[src/rtl/lc3b_types.sv]
// rtl/lc3b_types.sv - shared LC-3b word and branch-resolve-queue entry types
package lc3b_types;

  typedef logic [15:0] lc3b_word;

  typedef struct packed {
    lc3b_word pc;
    logic     hit;
    lc3b_word pred;
  } lc3b_brq_entry;

  localparam int BRQ_DEPTH = 4;

endpackage

[src/rtl/brq_array.sv]
// rtl/brq_array.sv - entry storage, synchronous write, asynchronous read, no data reset
module brq_array
  import lc3b_types::*;
#(
  parameter int DEPTH = BRQ_DEPTH,
  parameter int AW    = $clog2(DEPTH)
) (
  input  logic          clk,
  input  logic          we,
  input  logic [AW-1:0] waddr,
  input  lc3b_brq_entry wdata,
  input  logic [AW-1:0] raddr,
  output lc3b_brq_entry rdata
);

  lc3b_brq_entry mem [DEPTH];

  always_ff @(posedge clk) begin
    if (we) mem[waddr] <= wdata;
  end

  assign rdata = mem[raddr];

endmodule

[src/rtl/branch_resolve_queue.sv]
// rtl/branch_resolve_queue.sv - in-flight prediction FIFO that checks outcomes and drives flush/BTB update
module branch_resolve_queue
  import lc3b_types::*;
#(
  parameter int DEPTH = BRQ_DEPTH
) (
  input  logic     clk,
  input  logic     reset,
  input  logic     push,
  input  lc3b_word push_pc,
  input  logic     push_hit,
  input  lc3b_word push_pred,
  input  logic     resolve,
  input  logic     resolve_is_branch,
  input  logic     resolve_taken,
  input  lc3b_word resolve_target,
  output logic     full,
  output logic     empty,
  output logic     mispredict,
  output lc3b_word redirect_pc,
  output logic     btb_taken,
  output lc3b_word btb_write_pc,
  output lc3b_word btb_write_data
);

  localparam int AW = $clog2(DEPTH);
  localparam logic [AW:0] FULL_CNT = (AW+1)'(DEPTH);

  logic [AW-1:0] rd_ptr, wr_ptr;
  logic [AW:0]   count;
  lc3b_brq_entry head, wr_entry;
  logic          do_resolve, do_push, taken_br, target_wrong;
  logic          mispredict_next, btb_taken_next;
  lc3b_word      redirect_next;

  assign empty = (count == '0);
  assign full  = (count == FULL_CNT);

  assign wr_entry = '{pc: push_pc, hit: push_hit, pred: push_pred};

  brq_array #(.DEPTH(DEPTH), .AW(AW)) u_array (
    .clk   (clk),
    .we    (do_push),
    .waddr (wr_ptr),
    .wdata (wr_entry),
    .raddr (rd_ptr),
    .rdata (head)
  );

  assign do_resolve      = resolve & ~empty;
  assign taken_br        = resolve_is_branch & resolve_taken;
  assign target_wrong    = ~head.hit | (head.pred != resolve_target);
  assign btb_taken_next  = do_resolve & taken_br & target_wrong;
  assign mispredict_next = do_resolve & ((taken_br & target_wrong) |
                                         (resolve_is_branch & ~resolve_taken & head.hit) |
                                         (~resolve_is_branch & head.hit));
  assign redirect_next   = taken_br ? resolve_target : head.pc + 16'd2;

  // A push into a full queue is legal only when the head leaves at the same edge;
  // a flush wins over any push because the pushed instruction is on the wrong path.
  assign do_push = push & (~full | do_resolve) & ~mispredict_next;

  always_ff @(posedge clk or posedge reset) begin
    if (reset) begin
      rd_ptr <= '0;
      wr_ptr <= '0;
      count  <= '0;
    end else if (mispredict_next) begin
      rd_ptr <= wr_ptr;
      count  <= '0;
    end else begin
      if (do_push)    wr_ptr <= wr_ptr + AW'(1);
      if (do_resolve) rd_ptr <= rd_ptr + AW'(1);
      count <= count + (AW+1)'(do_push) - (AW+1)'(do_resolve);
    end
  end

  always_ff @(posedge clk or posedge reset) begin
    if (reset) begin
      mispredict     <= 1'b0;
      btb_taken      <= 1'b0;
      redirect_pc    <= '0;
      btb_write_pc   <= '0;
      btb_write_data <= '0;
    end else begin
      mispredict <= mispredict_next;
      btb_taken  <= btb_taken_next;
      if (do_resolve) begin
        redirect_pc    <= redirect_next;
        btb_write_pc   <= head.pc;
        btb_write_data <= resolve_target;
      end
    end
  end

endmodule
[config.mk]
export PLATFORM = sky130hd
export DESIGN_NAME = branch_resolve_queue
export DESIGN_NICKNAME = d
export VERILOG_FILES = /design/src/rtl/lc3b_types.sv /design/src/rtl/brq_array.sv /design/src/rtl/branch_resolve_queue.sv
export SDC_FILE = /design/constraint.sdc
export NUM_CORES = 1
export LEC_CHECK = 0
export BUFFER_PORTS_ARGS = -buffer_cell sky130_fd_sc_hd__buf_2
export CAP_MARGIN = 10
export CORE_ASPECT_RATIO = 0.9
export CORE_MARGIN = 3
export CORE_UTILIZATION = 40
export CTS_BUF_LIST = sky130_fd_sc_hd__clkbuf_8 sky130_fd_sc_hd__clkbuf_16
export DETAILED_ROUTE_END_ITERATION = 8
export GPL_TIMING_DRIVEN = 0
export SETUP_SLACK_MARGIN = 0.5
export SLEW_MARGIN = 10
export SYNTH_ARGS = -nofsm -noshare
export SYNTH_HDL_FRONTEND = slang
export SYNTH_SLANG_ARGS = --single-unit
[constraint.sdc]
create_clock -name clk -period 4.75 [get_ports clk]
set_input_delay 0.95 -clock clk [delete_from_list [all_inputs] [get_ports clk]]
set_output_delay 0.95 -clock clk [all_outputs]
set_load 0.005 [all_outputs]
* After elaboration in Yosys (flattened, before gate mapping)
Memories as Yosys holds them, arrays and structs flattened.
Index checks and enable logic that the tools add are counted.
** Cells by class
- Add/sub/neg operators :: 5
- Equality and inequality tests :: 2
- Mux-type cells :: 6
- Bitwise gates (word level) :: 21
- Reductions and logical operators :: 3
** Operators with widths (number)
- $add 16x2->16 const B :: 1
- $mux 16 :: 1
- $ne 16x16->1 :: 1
- $and 1x1->1 :: 11
- $not 1->1 :: 6
- $add 2x1->2 const B :: 2
- $mux 2 :: 2
- $or 1x1->1 :: 4
- $add 3x1->3 :: 1
- $eq 3x3->1 const B :: 1
- $logic_not 3->1 :: 1
- $mux 3 :: 1
- $sub 3x1->3 :: 1
- $mux 1 :: 2
- $reduce_and 2->1 :: 1
- $reduce_bool 2->1 :: 1
** Word-level totals
- Register bits :: 57
- Bits in writable memories :: 132
- Input port bits :: 55
- Memories :: 1
** Memory list
- u_array.mem :: words 4, width 33, rd ports 1, clocked after Yosys merged registers in 0, write ports 1, line brq_array.sv:16 : lc3b_brq_entry mem [DEPTH];

* Depth between registers and ports, before layout
An unclocked memory read counts as a cell.
- Depth after elaboration :: 12
- Depth in mapped cells :: 17
- Mapped depth without buffers :: 15

* By module
From an unflattened synthesis, not the netlist that was laid out.
** Unflattened totals
- Cells, all modules :: 496
- Area total of the unflattened synthesis :: 7649.8 sq um
** Modules (own cells, without submodules)
- brq_array :: times used 1, cells an instance 177, area each 4839.6 sq um, seq. area each 3963.8 sq um
- branch_resolve_queue :: times used 1, cells an instance 319, area each 2810.2 sq um, seq. area each 1426.4 sq um

* Worst setup path before layout
No wires, ideal clock.
- Path type :: flip-flop to flip-flop
- Start :: register rd_ptr[1]
- End :: register count[2]
- Setup time :: 132 ps
- Arrival :: 3477 ps
- Setup slack :: 1142 ps
- Cell stages (with the launch flop) :: 18
- Buffers on the path :: 2
- Period minus slack after synthesis :: 3608 ps
- Path through :: dfrtp_1 -> buf_2 -> buf_1 -> mux4_1 -> xnor2_1 -> nand4_1 -> nor4_4 -> a31oi_4 -> a211oi_4 -> inv_1 -> ha_1 -> inv_1 -> ha_1 -> inv_1 -> fa_1 -> xor2_1 -> xnor2_1 -> nor2_1
** On the way
- Word-level cells in the longest chain between the ends :: 12
- Elaborated cells on any way between the ends :: 15
- Those cells by class :: 2 x add/sub; 1 x eq/ne; 1 x mux; 10 x bitwise; 1 x memory
** Ends and longest elaborated chain
- from (decl) :: line branch_resolve_queue.sv:29 : logic [AW-1:0] rd_ptr, wr_ptr;
- from (signal assigned) :: line branch_resolve_queue.sv:69 : rd_ptr <= wr_ptr;
- from (signal assigned) :: line branch_resolve_queue.sv:73 : if (do_resolve) rd_ptr <= rd_ptr + AW'(1);
- $mem_v2 4x33 (*)
- $ne 16x16->1 or $not 1->1 (tied branches) :: line branch_resolve_queue.sv:52 : assign target_wrong = ~head.hit | (head.pred != resolve_target);
- $or 1x1->1 :: line branch_resolve_queue.sv:52
- $and 1x1->1 :: line branch_resolve_queue.sv:54 : assign mispredict_next = do_resolve & ((taken_br & target_wrong) |
- $or 1x1->1 :: line branch_resolve_queue.sv:54
- $or 1x1->1 (*) :: line branch_resolve_queue.sv:55 : (resolve_is_branch & ~resolve_taken & head.hit) |
- $and 1x1->1 (*) :: line branch_resolve_queue.sv:54
- named net mispredict_next :: line branch_resolve_queue.sv:33 : logic mispredict_next, btb_taken_next;
- $not 1->1 (no line)
- $and 1x1->1 :: line branch_resolve_queue.sv:61 : assign do_push = push & (~full | do_resolve) & ~mispredict_next;
- $add 3x1->3 :: line branch_resolve_queue.sv:74 : count <= count + (AW+1)'(do_push) - (AW+1)'(do_resolve);
- $sub 3x1->3 :: line branch_resolve_queue.sv:74
- $mux 3 (*) :: line branch_resolve_queue.sv:68 : end else if (mispredict_next) begin
- to (signal assigned) :: line branch_resolve_queue.sv:74
- to (decl) :: line branch_resolve_queue.sv:30 : logic [AW:0] count;
The timed path passes the listed nets; every way through them passes the cells marked *.
A chain may end at the register's enable or synchronous reset.

* Final worst setup path
- Start :: register rd_ptr[0]
- End :: register count[2]
The elaborated chain is that of the path after synthesis.

==> flow_metrics.tcl <==
set metrics [dict create \
    fin_cells 890 \
    status "completed" \
    layout-drive-gt1-share_pct 28.53 \
    min_period_over_period_pct 80.17 \
    synthTopCellsByCount "132 x edfxtp_1, 119 x nand2_1, 57 x dfrtp_1" \
    leakagePower_nw 3.654 \
    r2r_slack_ns 0.94 \
    synth-xor-area-share_pct 3.432 \
    synth_edf_count 132 \
    ys_types 38 \
    io_buffer_count 106 \
    yosysTopAreaCellShare_pct 51.78 \
    r2r_start "rd_ptr[0]" \
    avgSynthCellArea_um2 15.25 \
    viasPerCell 5.063 \
    die_x_um 151.8 \
    top_layer_used "met4" \
    place_congestion 0.8072 \
    nFillCells 1682 \
    slew_viol_final 0 \
    yosysSeqAreaShare_pct 70.42 \
    tightest_slew_ns 0.7798 \
    hpwl_um 12740 \
    skew_ns 0.01740 \
    wirelength_um 18100 \
    slew_headroom_pct 48.01 \
    cp.required_ns 5.05 \
    antenna_cells 0 \
    finalHoldViolCount 0 \
    holdCritPathClass "flop to flop" \
    yosys_warnings 0 \
    grt_usage_pct 17.90 \
    clk_latency_ns 0.43 \
    drv_cap 0 \
    syn_nets 565 \
    nets 695 \
    synthAdderAreaFrac_pct 1.406 \
    cp-start-kind "flop" \
    cts_tree "built" \
    rows 47 \
    rsz0062_at_grt "false" \
    die-height_um 137.2 \
    worstHoldStart "btb_write_pc[1]" \
    route.detailed.drc 0 \
    syn2layout_area_growth_pct 20.20 \
    setup_viol 0 \
    worstPathMaxFanout 10 \
    ys_ff_latch 189 \
    initial_utilization_pct 41.19 \
    muxShareOfSynthArea_pct 10.38 \
    synth_top_area_cell "edfxtp_1" \
    antenna_found_initial 0 \
    synthFlopType "edfxtp_1" \
    cts_max_level 4 \
    cts_sinks 189 \
    overflow 0 \
    design_power_total_mw 5.771 \
    met3WireLength_um 1186 \
    holdPathEnd "btb_write_pc[1]" \
    die_area_um2 20840 \
    synth_area_um2 7655 \
    grt_pass1_vias 4559 \
    met1_length_um 8096 \
    synth_most_common_cell "edfxtp_1" \
    clock_path_buffers 2 \
    end_kind "flop" \
    ant_nets 0 \
    ys_async_sr_fraction_pct 30.16 \
    wl_per_cell_um 20.34 \
    vias 4506 \
    hold_ws_ns 0.4678 \
    cts_root_buffer "clkbuf_16" \
    synth_top_family_by_area "multiplexers" \
    power_density_nw_per_um2 627.2 \
    peakVddDrop_mv 0.3057 \
    synth_compound_area_share_pct 3.416 \
    ys_top_cells_by_area "edfxtp_1 52%, dfrtp_1 19%, mux4_2 7.6%, nand2_1 5.8%, mux4_1 2.4%" \
    reg2reg_depth 17 \
    grt_max_degree 58 \
    grt_pass1_wl_um 27330 \
    cts_buffers 17 \
    syn_inst 502 \
    cts.clk_slew.worst_paths_ns 0.07 \
    min_period_ns 3.808 \
    post-place-cells 857 \
    rr_endpoint "count[2]" \
    arrival_ns 4.11 \
    synth-simple-area-share_pct 9.039 \
    ioPinCount 107 \
    drt-initial-drc-count 338 \
    worstHoldPathCells 2 \
    first_pass_iters 4 \
    dr_wl_met2_um 8702 \
    max_freq_ghz 0.2626 \
    worstSetupPathType "flop to flop" \
    core_area_um2 18580 \
]
## repair_timing
item / in CTS / in global routing
hold buffers: 0 / 0
endpoints found under the setup margin: 1 / 1
gates cloned: 0 / 0
pin swaps: 0 / 1
resized for setup: 1 / 1
setup buffers: 0 / 1
## how the worst max path moves through the flow
stage	depth (start not counted)	to	start	slack, ns
after global routing	17	count[2]	rd_ptr[1]	0.62
after floorplan	17	count[2]	rd_ptr[1]	1.14
after CTS	16	count[2]	rd_ptr[0]	0.59
final	17	count[2]	rd_ptr[0]	0.94
after global placement	8	u_array.mem[2][29]	rd_ptr[1]	-0.1
after detailed placement	16	count[2]	rd_ptr[1]	0.36
## layer usage
| layer | vias up | track usage (%) |
|---|---|---|
| met2 | 133 | 28.33 |
| met4 | 0 | 4.443 |
| met1 | 2279 | 24.82 |
| met5 | - | 0 |
| met3 | 8 | 5.119 |
| li1 | 2086 | - |
## layout by cell type, fill, tap and decap left out, types with 3 or more instances in the layout
cell and n:
a21oi_1 12, and2_2 4, buf_16 4, buf_2 110
clkbuf_1 13, clkbuf_16 17, clkinv_2 3, clkinvlp_4 4
dfrtp_1 57, edfxtp_1 132, ha_1 7, inv_1 13
mux4_1 7, mux4_2 26, nand2_1 119, nand3_1 3
nand4_1 7, nor2_1 18, o21ai_0 23, xnor2_1 20
xor2_1 10
## critical path: stages (launching register included)
cell and delay [ns]:
dfrtp_1 0.34, buf_6 0.18, buf_6 0.21, mux4_2 0.55, xnor2_1 0.15, nand4_1 0.20, nor4_4 0.26, a31oi_4 0.22
a211oi_4 0.24, inv_1 0.07, ha_1 0.26, inv_1 0.05, ha_1 0.13, inv_1 0.05, fa_1 0.37, xor2_1 0.19
xnor2_1 0.14, nor2_1 0.05
## report_power, final
group	internal [mW]	leakage (nW)	switching [mW]
logic	0.858	1.47	1.11
clock network	0.795	0.285	0.584
registers	2.23	1.90	0.196
## logic make-up (layout without fill, tap and decap cells)
group | after synthesis | in the layout
AO/OA/AOI/OAI | 43 | 43
multiplexers | 35 | 35
adder cells (fa/ha/maj) | 8 | 8
buffers and inverters | 33 | 176
flip-flops | 189 | 189
AND/OR/NAND/NOR | 164 | 164
XOR/XNOR | 30 | 30
## sequential cells by signal, summed over array words and instances (netlist names)
register and cells:
btb_write_pc 16, count 3, wr_ptr 2, btb_taken 1, rd_ptr 2, redirect_pc 16, mispredict 1, btb_write_data 16
u_array.mem 132
## final cells by class
class / instances / area, µm² / area share (%)
inverters: 11 / 43.79 / 0.4759
flip-flops and latches: 189 / 5390 / 58.58
well taps: 245 / 306.5 / 3.332
clock buffers: 19 / 452.9 / 4.922
plain buffers: 22 / 106.4 / 1.156
repair buffers: 111 / 648.1 / 7.044
multi-input cells: 280 / 2128 / 23.13
clock inverters: 13 / 125.1 / 1.360
## through the flow
| stage | area [µm²] | utilization, % | setup TNS (ns) | setup WS [ns] |
|---|---|---|---|---|
| 3_3_place_gp | 8492 | 45.70 | -11.67 | -0.09711 |
| 2_1_floorplan | 7655 | - | 0 | 1.142 |
| 6_report | 9201 | 49.52 | 0 | 0.9420 |
| 5_1_grt | 9201 | 49.52 | 0 | 0.6198 |
| 3_5_place_dp | 8610 | 46.33 | 0 | 0.3555 |
| 4_1_cts | 9189 | 49.45 | 0 | 0.5911 |
No activity file was read; power rests on OpenSTA's default activity.
